### config.mk
export PLATFORM = sky130hd
export DESIGN_NAME = udp_rx_port_demux_filter_flat
export DESIGN_NICKNAME = d
export VERILOG_FILES = /design/src/rtl/udp_rx_port_demux_filter_if.sv /design/src/rtl/udp_rx_port_demux_filter.sv /design/src/flat_wrapper.sv
export SDC_FILE = /design/constraint.sdc
export NUM_CORES = 1
export LEC_CHECK = 0
export ABC_AREA = 1
export CAP_MARGIN = 20
export CORE_AREA = 2 2 332 334
export CTS_CLUSTER_SIZE = 24
export DETAILED_ROUTE_END_ITERATION = 12
export DIE_AREA = 0 0 334 336
export PLACE_DENSITY = 0.48
export SYNTH_ARGS = -nofsm -noshare
export SYNTH_HDL_FRONTEND = slang
export SYNTH_SLANG_ARGS = --single-unit
export TNS_END_PERCENT = 1
### constraint.sdc
create_clock -name clk -period 9.82 [get_ports clk]
set_clock_uncertainty 0.15 [all_clocks]
set_input_delay 1.473 -clock clk [delete_from_list [all_inputs] [get_ports clk]]
set_output_delay 1.473 -clock clk [all_outputs]
set_load 0.005 [all_outputs]
### src/rtl/udp_rx_port_demux_filter_if.sv
// Channel bundles for the UDP RX port demux: metadata records, the raw
// payload stream coming from the RX stage, and the filtered AXI-stream output.

interface udp_rx_meta_if #(
  parameter int IP_ADDR_WIDTH  = 32,
  parameter int UDP_PORT_WIDTH = 16,
  parameter int UDP_LEN_WIDTH  = 16
);
  logic                      valid;
  logic                      ready;
  logic [IP_ADDR_WIDTH-1:0]  ip_addr;
  logic [UDP_PORT_WIDTH-1:0] dst_port;
  logic [UDP_PORT_WIDTH-1:0] src_port;
  logic [UDP_LEN_WIDTH-1:0]  data_len;

  modport master (output valid, ip_addr, dst_port, src_port, data_len, input ready);
  modport slave  (input valid, ip_addr, dst_port, src_port, data_len, output ready);
endinterface

interface udp_rx_stream_if #(
  parameter int DATA_WIDTH = 256,
  parameter int KEEP_WIDTH = 32
);
  logic                  tvalid;
  logic                  tready;
  logic [DATA_WIDTH-1:0] tdata;
  logic [KEEP_WIDTH-1:0] tkeep;
  logic                  tfirst;
  logic                  tlast;

  modport master (output tvalid, tdata, tkeep, tfirst, tlast, input tready);
  modport slave  (input tvalid, tdata, tkeep, tfirst, tlast, output tready);
endinterface

interface udp_rx_axis_if #(
  parameter int DATA_WIDTH = 256,
  parameter int KEEP_WIDTH = 32
);
  logic                  tvalid;
  logic                  tready;
  logic [DATA_WIDTH-1:0] tdata;
  logic [KEEP_WIDTH-1:0] tkeep;
  logic                  tlast;
  logic                  tuser;

  modport master (output tvalid, tdata, tkeep, tlast, tuser, input tready);
  modport slave  (input tvalid, tdata, tkeep, tlast, tuser, output tready);
endinterface

### src/rtl/udp_rx_port_demux_filter.sv
// Pairs UDP metadata with its payload, forwards packets for the listen port
// through a one-deep register slice and drains/counts everything else.

module udp_rx_port_demux_filter #(
  parameter int DATA_WIDTH     = 256,
  parameter int KEEP_WIDTH     = 32,
  parameter int UDP_LEN_WIDTH  = 16,
  parameter int IP_ADDR_WIDTH  = 32,
  parameter int UDP_PORT_WIDTH = 16,
  parameter int CNT_WIDTH      = 32
) (
  input  logic                      clk,
  input  logic                      reset,
  input  logic [UDP_PORT_WIDTH-1:0] cfg_listen_port_i,
  input  logic                      cfg_filter_en_i,
  udp_rx_meta_if.slave              s_udp_meta,
  udp_rx_stream_if.slave            s_data_stream,
  udp_rx_axis_if.master             m_axis,
  output logic [IP_ADDR_WIDTH-1:0]  m_pkt_src_ip_o,
  output logic [UDP_PORT_WIDTH-1:0] m_pkt_src_port_o,
  output logic [UDP_LEN_WIDTH-1:0]  m_pkt_len_o,
  output logic [CNT_WIDTH-1:0]      stat_fwd_cnt_o,
  output logic [CNT_WIDTH-1:0]      stat_drop_cnt_o,
  output logic [CNT_WIDTH-1:0]      stat_len_err_cnt_o
);

  localparam logic [1:0] ST_IDLE = 2'd0;
  localparam logic [1:0] ST_FWD  = 2'd1;
  localparam logic [1:0] ST_DROP = 2'd2;

  localparam int BCNT_W = UDP_LEN_WIDTH + 1;
  localparam int SUM_W  = BCNT_W + 1;
  localparam int POP_W  = $clog2(KEEP_WIDTH + 1);
  localparam logic [BCNT_W-1:0] BCNT_MAX = '1;

  logic [1:0]                state_q, state_d;
  logic [IP_ADDR_WIDTH-1:0]  pkt_src_ip_q;
  logic [UDP_PORT_WIDTH-1:0] pkt_src_port_q;
  logic [UDP_LEN_WIDTH-1:0]  pkt_len_q;
  logic [BCNT_W-1:0]         byte_cnt_q, byte_cnt_d;
  logic                      beat_seen_q;
  logic                      tfirst_err_q;

  logic                      out_valid_q;
  logic [DATA_WIDTH-1:0]     out_data_q;
  logic [KEEP_WIDTH-1:0]     out_keep_q;
  logic                      out_last_q;
  logic                      out_user_q;

  logic [CNT_WIDTH-1:0]      fwd_cnt_q;
  logic [CNT_WIDTH-1:0]      drop_cnt_q;
  logic [CNT_WIDTH-1:0]      len_err_cnt_q;

  logic                      meta_ready;
  logic                      data_ready;
  logic                      meta_hs;
  logic                      data_hs;
  logic                      fwd_sel;
  logic [POP_W-1:0]          keep_pop;
  logic [SUM_W-1:0]          byte_sum;
  logic                      tfirst_bad;
  logic                      len_err;

  // Readies are held low while reset is asserted so nothing is consumed then.
  always_comb begin
    meta_ready = 1'b0;
    data_ready = 1'b0;
    case (state_q)
      ST_IDLE: meta_ready = !reset;
      ST_FWD:  data_ready = !reset && (!out_valid_q || m_axis.tready);
      ST_DROP: data_ready = !reset;
      default: ;
    endcase
  end

  assign meta_hs = s_udp_meta.valid && meta_ready;
  assign data_hs = s_data_stream.tvalid && data_ready;
  assign fwd_sel = !cfg_filter_en_i || (s_udp_meta.dst_port == cfg_listen_port_i);

  always_comb begin
    keep_pop = '0;
    for (int i = 0; i < KEEP_WIDTH; i++) begin
      keep_pop = keep_pop + POP_W'(s_data_stream.tkeep[i]);
    end
  end

  // Byte counter is one bit wider than the length field and sticks at full scale.
  assign byte_sum   = {1'b0, byte_cnt_q} + SUM_W'(keep_pop);
  assign byte_cnt_d = byte_sum[BCNT_W] ? BCNT_MAX : byte_sum[BCNT_W-1:0];

  assign tfirst_bad = s_data_stream.tfirst && beat_seen_q;
  assign len_err    = tfirst_err_q || tfirst_bad || (byte_cnt_d != {1'b0, pkt_len_q});

  always_comb begin
    state_d = state_q;
    case (state_q)
      ST_IDLE: if (meta_hs) state_d = fwd_sel ? ST_FWD : ST_DROP;
      ST_FWD,
      ST_DROP: if (data_hs && s_data_stream.tlast) state_d = ST_IDLE;
      default: state_d = ST_IDLE;
    endcase
  end

  always_ff @(posedge clk) begin
    if (reset) begin
      state_q        <= ST_IDLE;
      pkt_src_ip_q   <= '0;
      pkt_src_port_q <= '0;
      pkt_len_q      <= '0;
      byte_cnt_q     <= '0;
      beat_seen_q    <= 1'b0;
      tfirst_err_q   <= 1'b0;
      out_valid_q    <= 1'b0;
      out_data_q     <= '0;
      out_keep_q     <= '0;
      out_last_q     <= 1'b0;
      out_user_q     <= 1'b0;
      fwd_cnt_q      <= '0;
      drop_cnt_q     <= '0;
      len_err_cnt_q  <= '0;
    end else begin
      state_q <= state_d;

      if (meta_hs) begin
        pkt_src_ip_q   <= s_udp_meta.ip_addr;
        pkt_src_port_q <= s_udp_meta.src_port;
        pkt_len_q      <= s_udp_meta.data_len;
        byte_cnt_q     <= '0;
        beat_seen_q    <= 1'b0;
        tfirst_err_q   <= 1'b0;
      end

      if (data_hs) begin
        byte_cnt_q   <= byte_cnt_d;
        beat_seen_q  <= 1'b1;
        tfirst_err_q <= tfirst_err_q | tfirst_bad;
      end

      // Output slice: load on a forwarded beat, otherwise drain when taken.
      if (data_hs && (state_q == ST_FWD)) begin
        out_valid_q <= 1'b1;
        out_data_q  <= s_data_stream.tdata;
        out_keep_q  <= s_data_stream.tkeep;
        out_last_q  <= s_data_stream.tlast;
        out_user_q  <= s_data_stream.tlast && len_err;
      end else if (m_axis.tready) begin
        out_valid_q <= 1'b0;
      end

      if (data_hs && s_data_stream.tlast) begin
        if (state_q == ST_FWD) begin
          fwd_cnt_q <= fwd_cnt_q + CNT_WIDTH'(1);
        end else begin
          drop_cnt_q <= drop_cnt_q + CNT_WIDTH'(1);
        end
        if (len_err) begin
          len_err_cnt_q <= len_err_cnt_q + CNT_WIDTH'(1);
        end
      end
    end
  end

  assign s_udp_meta.ready     = meta_ready;
  assign s_data_stream.tready = data_ready;

  assign m_axis.tvalid = out_valid_q;
  assign m_axis.tdata  = out_data_q;
  assign m_axis.tkeep  = out_keep_q;
  assign m_axis.tlast  = out_last_q;
  assign m_axis.tuser  = out_user_q;

  assign m_pkt_src_ip_o     = pkt_src_ip_q;
  assign m_pkt_src_port_o   = pkt_src_port_q;
  assign m_pkt_len_o        = pkt_len_q;
  assign stat_fwd_cnt_o     = fwd_cnt_q;
  assign stat_drop_cnt_o    = drop_cnt_q;
  assign stat_len_err_cnt_o = len_err_cnt_q;

endmodule

### src/flat_wrapper.sv
// flat-port wrapper written by rule: the top's interface ports become plain ports
module udp_rx_port_demux_filter_flat 
#(
  parameter int DATA_WIDTH     = 256,
  parameter int KEEP_WIDTH     = 32,
  parameter int UDP_LEN_WIDTH  = 16,
  parameter int IP_ADDR_WIDTH  = 32,
  parameter int UDP_PORT_WIDTH = 16,
  parameter int CNT_WIDTH      = 32
)
  (clk, reset, cfg_listen_port_i, cfg_filter_en_i, m_pkt_src_ip_o, m_pkt_src_port_o, m_pkt_len_o, stat_fwd_cnt_o, stat_drop_cnt_o, stat_len_err_cnt_o, s_udp_meta_valid, s_udp_meta_ip_addr, s_udp_meta_dst_port, s_udp_meta_src_port, s_udp_meta_data_len, s_udp_meta_ready, s_data_stream_tvalid, s_data_stream_tdata, s_data_stream_tkeep, s_data_stream_tfirst, s_data_stream_tlast, s_data_stream_tready, m_axis_tvalid, m_axis_tdata, m_axis_tkeep, m_axis_tlast, m_axis_tuser, m_axis_tready);
  udp_rx_meta_if #(.IP_ADDR_WIDTH(IP_ADDR_WIDTH), .UDP_PORT_WIDTH(UDP_PORT_WIDTH), .UDP_LEN_WIDTH(UDP_LEN_WIDTH)) s_udp_meta_i ();
  udp_rx_stream_if #(.DATA_WIDTH(DATA_WIDTH), .KEEP_WIDTH(KEEP_WIDTH)) s_data_stream_i ();
  udp_rx_axis_if #(.DATA_WIDTH(DATA_WIDTH), .KEEP_WIDTH(KEEP_WIDTH)) m_axis_i ();
  input  logic clk;
  input  logic reset;
  input  logic [UDP_PORT_WIDTH-1:0] cfg_listen_port_i;
  input  logic cfg_filter_en_i;
  output logic [IP_ADDR_WIDTH-1:0] m_pkt_src_ip_o;
  output logic [UDP_PORT_WIDTH-1:0] m_pkt_src_port_o;
  output logic [UDP_LEN_WIDTH-1:0] m_pkt_len_o;
  output logic [CNT_WIDTH-1:0] stat_fwd_cnt_o;
  output logic [CNT_WIDTH-1:0] stat_drop_cnt_o;
  output logic [CNT_WIDTH-1:0] stat_len_err_cnt_o;
  input wire logic [$bits(s_udp_meta_i.valid)-1:0] s_udp_meta_valid;
  input wire logic [$bits(s_udp_meta_i.ip_addr)-1:0] s_udp_meta_ip_addr;
  input wire logic [$bits(s_udp_meta_i.dst_port)-1:0] s_udp_meta_dst_port;
  input wire logic [$bits(s_udp_meta_i.src_port)-1:0] s_udp_meta_src_port;
  input wire logic [$bits(s_udp_meta_i.data_len)-1:0] s_udp_meta_data_len;
  output wire logic [$bits(s_udp_meta_i.ready)-1:0] s_udp_meta_ready;
  input wire logic [$bits(s_data_stream_i.tvalid)-1:0] s_data_stream_tvalid;
  input wire logic [$bits(s_data_stream_i.tdata)-1:0] s_data_stream_tdata;
  input wire logic [$bits(s_data_stream_i.tkeep)-1:0] s_data_stream_tkeep;
  input wire logic [$bits(s_data_stream_i.tfirst)-1:0] s_data_stream_tfirst;
  input wire logic [$bits(s_data_stream_i.tlast)-1:0] s_data_stream_tlast;
  output wire logic [$bits(s_data_stream_i.tready)-1:0] s_data_stream_tready;
  output wire logic [$bits(m_axis_i.tvalid)-1:0] m_axis_tvalid;
  output wire logic [$bits(m_axis_i.tdata)-1:0] m_axis_tdata;
  output wire logic [$bits(m_axis_i.tkeep)-1:0] m_axis_tkeep;
  output wire logic [$bits(m_axis_i.tlast)-1:0] m_axis_tlast;
  output wire logic [$bits(m_axis_i.tuser)-1:0] m_axis_tuser;
  input wire logic [$bits(m_axis_i.tready)-1:0] m_axis_tready;
  assign s_udp_meta_i.valid = s_udp_meta_valid;
  assign s_udp_meta_i.ip_addr = s_udp_meta_ip_addr;
  assign s_udp_meta_i.dst_port = s_udp_meta_dst_port;
  assign s_udp_meta_i.src_port = s_udp_meta_src_port;
  assign s_udp_meta_i.data_len = s_udp_meta_data_len;
  assign s_udp_meta_ready = s_udp_meta_i.ready;
  assign s_data_stream_i.tvalid = s_data_stream_tvalid;
  assign s_data_stream_i.tdata = s_data_stream_tdata;
  assign s_data_stream_i.tkeep = s_data_stream_tkeep;
  assign s_data_stream_i.tfirst = s_data_stream_tfirst;
  assign s_data_stream_i.tlast = s_data_stream_tlast;
  assign s_data_stream_tready = s_data_stream_i.tready;
  assign m_axis_tvalid = m_axis_i.tvalid;
  assign m_axis_tdata = m_axis_i.tdata;
  assign m_axis_tkeep = m_axis_i.tkeep;
  assign m_axis_tlast = m_axis_i.tlast;
  assign m_axis_tuser = m_axis_i.tuser;
  assign m_axis_i.tready = m_axis_tready;
  udp_rx_port_demux_filter #(.DATA_WIDTH(DATA_WIDTH), .KEEP_WIDTH(KEEP_WIDTH), .UDP_LEN_WIDTH(UDP_LEN_WIDTH), .IP_ADDR_WIDTH(IP_ADDR_WIDTH), .UDP_PORT_WIDTH(UDP_PORT_WIDTH), .CNT_WIDTH(CNT_WIDTH)) u_core (.clk(clk), .reset(reset), .cfg_listen_port_i(cfg_listen_port_i), .cfg_filter_en_i(cfg_filter_en_i), .s_udp_meta(s_udp_meta_i), .s_data_stream(s_data_stream_i), .m_axis(m_axis_i), .m_pkt_src_ip_o(m_pkt_src_ip_o), .m_pkt_src_port_o(m_pkt_src_port_o), .m_pkt_len_o(m_pkt_len_o), .stat_fwd_cnt_o(stat_fwd_cnt_o), .stat_drop_cnt_o(stat_drop_cnt_o), .stat_len_err_cnt_o(stat_len_err_cnt_o));
endmodule
==> results.json <==
{
  "gp_congestion": 0.896,
  "highest_layer": "met5",
  "area_delta_synth_final_pct": 59.2,
  "dpl_cell_area_mm2": 0.0299,
  "synth_ff_type": "dfxtp_1",
  "fp.dieW_um": 334,
  "regToRegSetupSlack_ns": 6.32,
  "synth_nets": 3215,
  "firstDrtPassIters": 7,
  "grt_pass1_vias": 20200,
  "via_count": 21100,
  "holdPathEnd": "u_core.m_pkt_src_ip_o[18]",
  "placedCellCount": 4903,
  "fin_hold_ws_ns": 0.312,
  "wl_met1_um": 40600,
  "synthTopCellsByArea": "dfxtp_1 (47%), nor2_1 (12%), o21ai_0 (8.5%)",
  "cts_max_path_buffers": 3,
  "cts_resized": 0,
  "fin_area_mm2": 0.0320,
  "min_path_cells": 2,
  "synthXorXnorAreaFrac": 0.0139,
  "path_clk_slew_ns": 0.06,
  "reg2reg_depth": 14,
  "ant_nets": 0,
  "grt_usage": 0.168,
  "portBuffers": 844,
  "outcome": "finished, final reports clean",
  "synth_top_cell_by_area": "dfxtp_1",
  "initial_utilization": 0.186,
  "final_nets": 3990,
  "worstMarginPinSlew_ns": 1.12,
  "worstReg2RegStart": "u_core.state_q[1]",
  "cp-end-kind": "flip-flop",
  "grt_overflow": 0,
  "power_density_mw_per_mm2": 193,
  "leakage_uw": 0.0128,
  "io_pins": 845,
  "crit_arrival_ns": 9.27,
  "finalWirelength_um": 98400,
  "fillCellCount": 11800,
  "critPathSlowestCell": "fa_1",
  "worstSetupPathType": "input port to flip-flop",
  "cts_buffers": 61,
  "drive_above_1_share": 0.0400,
  "post_cts_buffers": 0,
  "synth_top_area_frac": 0.470,
  "netlist_area_mm2": 0.0201,
  "synth_async_sr_flop_share": 0,
  "htree_levels": 2,
  "slew_violations": 0,
  "synth_top_family_by_area": "simple AND/OR/NAND/NOR gates",
  "cts_hold_buf": 0,
  "startpoint_type": "input port",
  "max-slew-margin-rel": 0.254,
  "final_util": 0.296,
  "via_per_inst": 4.19,
  "r2r-end": "u_core.stat_fwd_cnt_o[27]",
  "wl_per_cell_um": 19.5,
  "clock-sinks": 472,
  "layout.cells.non_filler": 5035,
  "synth_compound_area_frac": 0.125,
  "wl_met3_um": 9420,
  "cap_viol_max_count": 0,
  "yosysWarnings": 0,
  "hold_path.startpoint": "u_core.m_pkt_src_ip_o[18]",
  "drc": 0,
  "synth-seq-area-share": 0.470,
  "dpl.hpwl_um": 74200,
  "synthSimpleGateAreaFrac": 0.284,
  "netlist_instances": 2778,
  "clockRootBuffer": "clkbuf_16",
  "synth.distinct_cells": 45,
  "insertion_delay_ns": 0.64,
  "cp_max_fo": 31,
  "slowest_delay_ns": 0.68,
  "hold_class": "flip-flop to flip-flop",
  "grt_first_pass_wirelength_um": 140000,
  "synthAdderAreaFrac": 0.0373,
  "finalHoldViolations": 0,
  "peakVddDrop_uv": 178,
  "dieHeight_um": 336,
  "setup_viol": 0,
  "antenna_found_initial": 53,
  "grt_setup_unrepaired": "no",
  "synth_edf_count": 0,
  "num_rows": 121,
  "core-area_mm2": 0.108,
  "post-route-period-util": 0.905,
  "wl_met2_um": 45600,
  "grt_max_degree": 212,
  "synth_mux_area_frac": 0,
  "fin_crit_ns": 8.89,
  "cp.required_ns": 10.20,
  "cts_tree": "done",
  "drt_iter0_markers": 1241,
  "die-area_mm2": 0.112,
  "syn_area_per_cell_um2": 7.24,
  "totalNegativeSetupSlack_ns": 0,
  "synth_seq_cells": 472,
  "cpMostUsedCell": "nand2_1",
  "max_freq_mhz": 113
}
## area by class of cell
class | count | area [um2] | share of cell area
clock buffers | 85 | 1700 | 0.0530
clock inverters | 23 | 372 | 0.0116
repair buffers | 855 | 8590 | 0.268
inverters | 217 | 831 | 0.0259
well taps | 1414 | 1770 | 0.0552
flip-flops and latches | 472 | 9450 | 0.295
diodes | 23 | 57.6 | 0.00180
multi-input cells | 1946 | 9270 | 0.289
## stage by stage
stage / total power, uW / setup WS, ns
5_1_grt: 6590 / 0.465
3_3_place_gp: 3890 / 0.312
3_5_place_dp: 3900 / 0.261
2_1_floorplan: 3230 / 1.90
6_report: 6190 / 0.932
4_1_cts: 6300 / 0.973
## how the worst max path moves through the flow
stage | from | to | slack (ns) | cells after the start
2_1_floorplan | s_data_stream_tkeep[0] | u_core.stat_len_err_cnt_o[10] | 1.90 | 31
3_3_place_gp | s_data_stream_tkeep[0] | u_core.stat_len_err_cnt_o[9] | 0.31 | 33
3_5_place_dp | s_data_stream_tkeep[0] | u_core.stat_len_err_cnt_o[18] | 0.26 | 33
4_1_cts | s_data_stream_tkeep[0] | u_core.stat_len_err_cnt_o[18] | 0.97 | 33
5_1_grt | s_data_stream_tkeep[0] | u_core.stat_len_err_cnt_o[18] | 0.47 | 33
6_report | s_data_stream_tkeep[0] | u_core.stat_len_err_cnt_o[18] | 0.93 | 33
## state kept, by name, summed over array words and instances, names as in the netlist, 17 cells and up
name,count
u_core.stat_len_err_cnt_o,32
u_core.stat_fwd_cnt_o,32
u_core.m_pkt_src_ip_o,32
u_core.m_axis.tdata,256
u_core.stat_drop_cnt_o,32
u_core.byte_cnt_q,17
u_core.m_axis.tkeep,32
## cells in the mapped netlist, types with 4 or more instances
master and number:
nor2_1 669, buf_1 11, o21ai_0 340, dfxtp_1 472, nor2_2 13, nand3b_1 5, nor3_1 37, xnor2_1 15
inv_1 212, nand2_2 6, nand3_1 157, a21oi_1 139, nor3b_1 7, clkbuf_1 122, nand2_1 420, buf_6 6
fa_1 25, o21a_1 5, xor2_1 17, buf_2 4, nand4_1 27, ha_1 20, nor4_1 14
## power breakdown
group / internal [uW] / switching [uW] / leakage (uW) / total (uW)
Sequential: 2000 / 51.5 / 0.00381 / 2050
Combinational: 763 / 1030 / 0.00802 / 1790
Clock: 1410 / 934 / 0.00101 / 2350
Total: 4170 / 2010 / 0.0128 / 6190
## per-layer routing
layer  up-vias  global-route usage
li1      10500                   -
met1      9648               0.204
met2       734               0.270
met3       176              0.0631
met4         2              0.0616
met5         -                   0
## critical path, delay by kind of cell
kind                     cells  cell delay (ns)
XOR/XNOR                     1             0.19
AND/OR/NAND/NOR             17             1.86
adder cells (fa/ha/maj)     10             4.58
AO/OA/AOI/OAI                1             0.22
buffers and inverters        4             0.90
## cell usage in the layout (no fill, tap or decap), types with 5 or more instances in the layout
master / n
nand3_1: 157
ha_1: 20
inv_1: 212
clkbuf_1: 16
dfxtp_1: 472
clkbuf_16: 61
clkdlybuf4s50_1: 843
nand2_2: 7
diode_2: 23
clkbuf_8: 8
fa_1: 25
xor2_1: 17
o21ai_0: 340
xnor2_1: 15
buf_12: 5
nor2_1: 669
nand4_1: 27
nor3_1: 37
clkinv_2: 8
nand3b_1: 5
nor4_1: 14
a21oi_1: 139
bufinv_16: 8
o21a_1: 5
nand2_1: 419
nor3b_1: 7
nor2_2: 13
buf_4: 6
## cell families (layout without fill, tap and decap cells)
kind of cell / after synthesis / count (layout)
fa+ha+maj: 45 / 45
other cells: 0 / 23
flops: 472 / 472
xor+xnor: 32 / 32
buf+inv: 360 / 1180
simple gates: 1373 / 1373
compound gates: 496 / 496
(Power assumes the default switching activity.)
